### config.mk
export PLATFORM = sky130hd
export DESIGN_NAME = cnn_layer_accel_weight_sequencer_flat
export DESIGN_NICKNAME = d
export VERILOG_FILES = /design/src/rtl/cnn_layer_accel_weight_seq_pkg.sv /design/src/rtl/cnn_layer_accel_weight_sequencer_if.sv /design/src/rtl/cnn_layer_accel_gray_cntr2.sv /design/src/rtl/cnn_layer_accel_weight_sequencer.sv /design/src/flat_wrapper.sv
export SDC_FILE = /design/constraint.sdc
export NUM_CORES = 1
export LEC_CHECK = 0
export BUFFER_PORTS_ARGS = -buffer_cell sky130_fd_sc_hd__buf_2
export CAP_MARGIN = 5
export CORE_MARGIN = 4
export CORE_UTILIZATION = 40
export CTS_CLUSTER_DIAMETER = 150
export DETAILED_ROUTE_END_ITERATION = 12
export MAX_ROUTING_LAYER = met4
export RECOVER_POWER = 25
export SLEW_MARGIN = 20
export SYNTH_ARGS = -nofsm -noshare
export SYNTH_HDL_FRONTEND = slang
export SYNTH_SLANG_ARGS = --single-unit
### constraint.sdc
create_clock -name clk -period 2.08 [get_ports clk]
set_input_delay 0 -clock clk [delete_from_list [all_inputs] [get_ports clk]]
set_output_delay 0 -clock clk [all_outputs]
set_load 0.005 [all_outputs]
### src/rtl/cnn_layer_accel_weight_seq_pkg.sv
// Shared types and helpers for the weight sequencer slice.
package cnn_layer_accel_weight_seq_pkg;

  typedef enum logic [1:0] {
    ST_IDLE  = 2'd0,
    ST_RUN   = 2'd1,
    ST_DRAIN = 2'd2,
    ST_DONE  = 2'd3
  } seq_state_e;

  localparam int unsigned C_SEQ_LEN_DEFAULT = 5;
  localparam int unsigned C_TBL_LAT_DEFAULT = 1;
  localparam int unsigned C_CNT_W_DEFAULT   = 10;
  localparam int unsigned ADDR_W            = 3;

  // 2-bit gray increment: 00 -> 01 -> 11 -> 10 -> 00
  function automatic logic [1:0] gray2_next(input logic [1:0] g);
    logic [1:0] n;
    case (g)
      2'b00:   n = 2'b01;
      2'b01:   n = 2'b11;
      2'b11:   n = 2'b10;
      default: n = 2'b00;
    endcase
    return n;
  endfunction

endpackage

### src/rtl/cnn_layer_accel_weight_sequencer_if.sv
// Control/handshake bundle between the job controller and the weight sequencer.
interface cnn_layer_accel_weight_sequencer_if
  import cnn_layer_accel_weight_seq_pkg::*;
#(
  parameter int unsigned C_CNT_W = C_CNT_W_DEFAULT
);
  logic               start;
  logic               stall;
  logic [C_CNT_W-1:0] num_output_cols;
  logic [C_CNT_W-1:0] num_row_pass;
  logic [1:0]         gray_code;
  logic               sequence_selector;
  logic [ADDR_W-1:0]  seq_data_addr;
  logic               seq_valid;
  logic               wht_valid;
  logic               row_pass_end;
  logic               busy;
  logic               done;

  modport master (
    output start, stall, num_output_cols, num_row_pass,
    input  gray_code, sequence_selector, seq_data_addr, seq_valid,
           wht_valid, row_pass_end, busy, done
  );

  modport slave (
    input  start, stall, num_output_cols, num_row_pass,
    output gray_code, sequence_selector, seq_data_addr, seq_valid,
           wht_valid, row_pass_end, busy, done
  );
endinterface

### src/rtl/cnn_layer_accel_gray_cntr2.sv
// 2-bit gray counter with enable and synchronous clear.
module cnn_layer_accel_gray_cntr2
  import cnn_layer_accel_weight_seq_pkg::*;
(
  input  logic       clk,
  input  logic       rst,
  input  logic       en,
  input  logic       clr,
  output logic [1:0] gray
);

  // Clear has priority over advance
  always_ff @(posedge clk) begin
    if (rst || clr) gray <= 2'b00;
    else if (en)    gray <= gray2_next(gray);
  end

endmodule

### src/rtl/cnn_layer_accel_weight_sequencer.sv
// Generates the gray/selector/addr stream for one kernel pass of the weight table.
module cnn_layer_accel_weight_sequencer
  import cnn_layer_accel_weight_seq_pkg::*;
#(
  parameter int unsigned C_SEQ_LEN = C_SEQ_LEN_DEFAULT,
  parameter int unsigned C_TBL_LAT = C_TBL_LAT_DEFAULT,
  parameter int unsigned C_CNT_W   = C_CNT_W_DEFAULT
)(
  input logic clk,
  input logic rst,
  cnn_layer_accel_weight_sequencer_if.slave bus
);

  localparam int unsigned DRAIN_W = (C_TBL_LAT > 1) ? $clog2(C_TBL_LAT) : 1;

  seq_state_e         state_q, state_d;
  logic [C_CNT_W-1:0] cols_m1_q, rows_m1_q, col_q, row_q;
  logic               sel_q;
  logic [ADDR_W-1:0]  addr_q;
  logic [DRAIN_W-1:0] drain_q;
  logic [C_TBL_LAT-1:0] wht_pipe_q;
  logic [1:0]         gray;

  logic accept, zero_cnt, advance, last_addr, last_col, last_row, pass_end, job_end;

  // Stream control decode
  always_comb begin
    accept    = (state_q == ST_IDLE) && bus.start;
    zero_cnt  = (bus.num_output_cols == '0) || (bus.num_row_pass == '0);
    advance   = (state_q == ST_RUN) && !bus.stall;
    last_addr = (addr_q == ADDR_W'(C_SEQ_LEN - 1));
    last_col  = (col_q == cols_m1_q);
    last_row  = (row_q == rows_m1_q);
    pass_end  = advance && !sel_q && last_addr && last_col;
    job_end   = pass_end && last_row;
  end

  // State register
  always_ff @(posedge clk) begin
    if (rst) state_q <= ST_IDLE;
    else     state_q <= state_d;
  end

  // Next-state logic
  always_comb begin
    state_d = state_q;
    case (state_q)
      ST_IDLE:  if (accept) state_d = zero_cnt ? ST_DRAIN : ST_RUN;
      ST_RUN:   if (job_end) state_d = ST_DRAIN;
      ST_DRAIN: if (drain_q == DRAIN_W'(C_TBL_LAT - 1)) state_d = ST_DONE;
      ST_DONE:  state_d = ST_IDLE;
      default:  state_d = ST_IDLE;
    endcase
  end

  // Entry/selector/column/row counters; wrap back to the reset tuple at job end
  always_ff @(posedge clk) begin
    if (rst) begin
      cols_m1_q <= '0;
      rows_m1_q <= '0;
      col_q     <= '0;
      row_q     <= '0;
      sel_q     <= 1'b1;
      addr_q    <= '0;
    end else if (accept) begin
      cols_m1_q <= bus.num_output_cols - C_CNT_W'(1);
      rows_m1_q <= bus.num_row_pass - C_CNT_W'(1);
      col_q     <= '0;
      row_q     <= '0;
      sel_q     <= 1'b1;
      addr_q    <= '0;
    end else if (job_end) begin
      col_q  <= '0;
      row_q  <= '0;
      sel_q  <= 1'b1;
      addr_q <= '0;
    end else if (advance) begin
      if (last_addr) begin
        addr_q <= '0;
        sel_q  <= ~sel_q;
        if (!sel_q) begin
          if (last_col) begin
            col_q <= '0;
            row_q <= row_q + C_CNT_W'(1);
          end else begin
            col_q <= col_q + C_CNT_W'(1);
          end
        end
      end else begin
        addr_q <= addr_q + ADDR_W'(1);
      end
    end
  end

  // Drain cycle counter, only runs while draining
  always_ff @(posedge clk) begin
    if (rst || state_q != ST_DRAIN) drain_q <= '0;
    else                            drain_q <= drain_q + DRAIN_W'(1);
  end

  // Delay line matching the table's registered latency
  always_ff @(posedge clk) begin
    if (rst) wht_pipe_q <= '0;
    else     wht_pipe_q <= (wht_pipe_q << 1) | C_TBL_LAT'(advance);
  end

  cnn_layer_accel_gray_cntr2 u_gray (
    .clk  (clk),
    .rst  (rst),
    .en   (pass_end),
    .clr  (accept || job_end),
    .gray (gray)
  );

  assign bus.gray_code         = gray;
  assign bus.sequence_selector = sel_q;
  assign bus.seq_data_addr     = addr_q;
  assign bus.seq_valid         = advance;
  assign bus.wht_valid         = wht_pipe_q[C_TBL_LAT-1];
  assign bus.row_pass_end      = pass_end;
  assign bus.busy              = (state_q != ST_IDLE);
  assign bus.done              = (state_q == ST_DONE);

endmodule

### src/flat_wrapper.sv
// flat-port wrapper written by rule: the top's interface ports become plain ports
module cnn_layer_accel_weight_sequencer_flat import cnn_layer_accel_weight_seq_pkg::*;
#(
  parameter int unsigned C_SEQ_LEN = C_SEQ_LEN_DEFAULT,
  parameter int unsigned C_TBL_LAT = C_TBL_LAT_DEFAULT,
  parameter int unsigned C_CNT_W   = C_CNT_W_DEFAULT
)
  (clk, rst, bus_start, bus_stall, bus_num_output_cols, bus_num_row_pass, bus_gray_code, bus_sequence_selector, bus_seq_data_addr, bus_seq_valid, bus_wht_valid, bus_row_pass_end, bus_busy, bus_done);
  cnn_layer_accel_weight_sequencer_if #(.C_CNT_W(C_CNT_W)) bus_i ();
  input logic clk;
  input logic rst;
  input wire logic [$bits(bus_i.start)-1:0] bus_start;
  input wire logic [$bits(bus_i.stall)-1:0] bus_stall;
  input wire logic [$bits(bus_i.num_output_cols)-1:0] bus_num_output_cols;
  input wire logic [$bits(bus_i.num_row_pass)-1:0] bus_num_row_pass;
  output wire logic [$bits(bus_i.gray_code)-1:0] bus_gray_code;
  output wire logic [$bits(bus_i.sequence_selector)-1:0] bus_sequence_selector;
  output wire logic [$bits(bus_i.seq_data_addr)-1:0] bus_seq_data_addr;
  output wire logic [$bits(bus_i.seq_valid)-1:0] bus_seq_valid;
  output wire logic [$bits(bus_i.wht_valid)-1:0] bus_wht_valid;
  output wire logic [$bits(bus_i.row_pass_end)-1:0] bus_row_pass_end;
  output wire logic [$bits(bus_i.busy)-1:0] bus_busy;
  output wire logic [$bits(bus_i.done)-1:0] bus_done;
  assign bus_i.start = bus_start;
  assign bus_i.stall = bus_stall;
  assign bus_i.num_output_cols = bus_num_output_cols;
  assign bus_i.num_row_pass = bus_num_row_pass;
  assign bus_gray_code = bus_i.gray_code;
  assign bus_sequence_selector = bus_i.sequence_selector;
  assign bus_seq_data_addr = bus_i.seq_data_addr;
  assign bus_seq_valid = bus_i.seq_valid;
  assign bus_wht_valid = bus_i.wht_valid;
  assign bus_row_pass_end = bus_i.row_pass_end;
  assign bus_busy = bus_i.busy;
  assign bus_done = bus_i.done;
  cnn_layer_accel_weight_sequencer #(.C_SEQ_LEN(C_SEQ_LEN), .C_TBL_LAT(C_TBL_LAT), .C_CNT_W(C_CNT_W)) u_core (.clk(clk), .rst(rst), .bus(bus_i));
endmodule
==> results.yml <==
worst_hold_path:
  hold_start: "bus_num_output_cols[8]"
  hp-class: "in -> reg"
  min_to: "u_core.cols_m1_q[8]"
  worstHoldPathCells: 3
synthesis:
  synthCells: 313
  synth-seq-area-share_pct: 37.8
  syn_area_um2: 2650
  postSynthAreaPerCell_um2: 8.45
  synth_top_family_by_area: "simple AND/OR/NAND/NOR gates"
  yosys_warnings: 0
  synth_fa_ha_area_share_pct: 5.67
  yosys.area.top_type: "dfxtp_1"
  yosys.area_share.simple_pct: 25.9
  synth_top_area_share_pct: 37.8
  synthXorXnorAreaFrac_pct: 15.6
  synth-seq-cells: 50
  synthesis.nets: 349
  synth_area_leaders: "dfxtp_1 38%, xor2_1 8.6%, nor2_1 7.5%, xnor2_1 7.0%, ha_1 5.7%"
  synth_mux_area_share_pct: 0.804
  synth_cell_type_count: 37
  synth-compound-area-share_pct: 10.1
finish:
  nNetsFinal: 400
  layout_common_cells: "53 x nor2_1, 50 x dfxtp_1, 30 x buf_2"
  diodes: 0
  layout_commonest_cell: "nor2_1"
  fillers: 628
  drive_above_1_share_pct: 17.0
  syn_to_final_growth_pct: 17.5
outcome:
  status: "finished, final reports clean"
clock_tree:
  cts.htree.levels: 2
  cts_made_buffers: 5
  clk_latency_ns: 0.29
  clk_pin_slew_ns: 0.09
  clockBufferDepth: 2
  cts_tree: "built"
  cts_sinks: 50
  root_buffer: "clkbuf_8"
timing:
  hold_viol: 0
  hold_ws_ns: 0.0215
  setup_viol: 0
  finalCriticalPeriod_ns: 1.92
  timing.fmax_mhz: 521
  tightest_slew_ns: 0.472
  min_period_over_period_pct: 92.3
  maxSlewViolCount: 0
  relSlewSlack_pct: 68.5
  skew_ns: 0.00637
  rsz0062_at_grt: "true"
critical_path:
  reg2reg_depth: 10
  critPathArrivalTime_ns: 2.10
  crit_fanout: 4
  startpoint_type: "flop"
  end_kind: "flop"
  crit_required_ns: 2.26
  r2r_start: "u_core.state_q[1]"
  rrSetupSlack_ns: 0.16
  r2r-end: "u_core.col_q[7]"
  worstSetupPathType: "reg -> reg"
routing:
  drc: 0
  wl_per_cell_um: 12.2
  antenna_left: 0
  vias: 2175
  drt_first_pass_iters: 4
  via_per_inst: 4.93
  drt_iter0_drc: 135
  postRouteWirelength_um: 5390
floorplan:
  io-pin-count: 35
  coreArea_um2: 6390
  die-height_um: 89.3
  fp-row-count: 29
  die_area_um2: 7980
  die_w_um: 89.3
  start_util_pct: 41.4
power_and_ir_drop:
  ir_worst_vdd_mv: 0.413
  p_total_mw: 2.49
  p_per_area_nw_per_um2: 801
  leakage_nw: 1.24
global_routing:
  grt_use_total_pct: 15.1
  grt_pass1_wl_um: 9260
  grt_start_max_net_pins: 27
  grt_pass1_vias: 1963
  antenna_found_initial: 0
  gr-total-overflow: 0
placement:
  gp_routability_congestion: 0.808
  portBuffers: 34
  dp_hpwl_um: 4180
run:
  maxCapViolations: 0
## repair_timing
item                                    CTS  global route
hold endpoints to repair                  4             0
resized for setup                         0             1
hold buffers                              4             0
buffers inserted                          0             1
endpoints found under the setup margin    0             4
## layout make-up
class	count	area [um^2]	share of cell area, %
Clock buffer	7	76.3	2.45
Inverter	15	56.3	1.81
Multi-Input combinational cell	237	1540	49.6
Sequential cell	50	1000	32.2
Tap cell	77	96.3	3.10
Timing Repair Buffer	55	337	10.8
## routing by layer
metal / up-vias / global-route usage, % / routed length (um)
met3: 4 / 3.13 / 277
li1: 1165 / - / -
met2: 53 / 20.8 / 2130
met1: 953 / 22.1 / 2920
met4: 0 / 4.06 / 59
met5: - / - / 0
## critical path: stages (launching register included)
cell,delay (ns)
dfxtp_1,0.32
inv_1,0.11
ha_1,0.21
nand4b_1,0.13
buf_4,0.17
nor4_2,0.24
nand3_1,0.17
buf_4,0.16
nor2_1,0.12
xnor2_1,0.13
nor2_1,0.05
## cell usage after synthesis, drive strengths merged
| cell | instances |
|---|---|
| nand2 | 26 |
| mux2 | 1 |
| inv | 15 |
| nand4b | 1 |
| or3 | 4 |
| a311oi | 3 |
| and2 | 1 |
| nand2b | 6 |
| o211ai | 2 |
| or4 | 2 |
| nor4 | 10 |
| xnor2 | 21 |
| nor3b | 1 |
| o21ai | 7 |
| nand4 | 5 |
| buf | 2 |
| clkbuf | 9 |
| mux2i | 1 |
| xor2 | 26 |
| and4 | 1 |
| a211oi | 17 |
| ha | 12 |
| nand3 | 11 |
| nor2 | 53 |
| or2 | 1 |
| dfxtp | 50 |
| nor3 | 11 |
| a21oi | 12 |
| nand3b | 1 |
| and3 | 1 |
## sequential cells by signal, summed over array words and instances (netlist names), 2 cells and up
name,flops
u_core.col_q,10
u_core.cols_m1_q,10
u_core.row_q,10
u_core.rows_m1_q,10
u_core.bus.seq_data_addr,3
u_core.state_q,2
u_core.u_gray.gray,2
## report_power, final
part	total [mW]	internal, mW	switching [mW]
logic	0.780	0.341	0.439
registers	1.18	1.09	0.0909
clock network	0.529	0.232	0.296
## per-stage QoR
| step | area, um^2 | std cells | worst slack [ns] | utilization (%) | setup TNS [ns] |
|---|---|---|---|---|---|
| final | 3110 | 441 | 0.159 | 48.7 | 0 |
| after detailed placement | 2990 | 429 | 0.116 | 46.9 | 0 |
| after floorplan | 2650 | 313 | 0.130 | - | 0 |
| after CTS | 3110 | 440 | 0.110 | 48.7 | 0 |
| after global routing | 3110 | 441 | -0.0116 | 48.7 | -0.0213 |
| after global placement | 2990 | 429 | 0.169 | 46.9 | 0 |
## kinds of logic (layout without fill, tap and decap cells)
family | count (synthesis) | in the layout
AND/OR/NAND/NOR | 135 | 135
XOR/XNOR | 47 | 47
AO/OA/AOI/OAI | 41 | 41
adder cells (fa/ha/maj) | 12 | 12
flip-flops | 50 | 50
multiplexers | 2 | 2
buffers and inverters | 26 | 77
## worst max path at each step
stage | cells past startpoint | startpoint | to
floorplan | 8 | u_core.state_q[1] | u_core.state_q[0]
global placement | 9 | u_core.state_q[1] | u_core.col_q[9]
detailed placement | 9 | u_core.state_q[1] | u_core.col_q[9]
CTS | 8 | u_core.state_q[1] | u_core.col_q[8]
global route | 9 | u_core.state_q[1] | u_core.row_q[9]
finish | 10 | u_core.state_q[1] | u_core.col_q[7]
No activity file was read; power rests on OpenSTA's default activity.
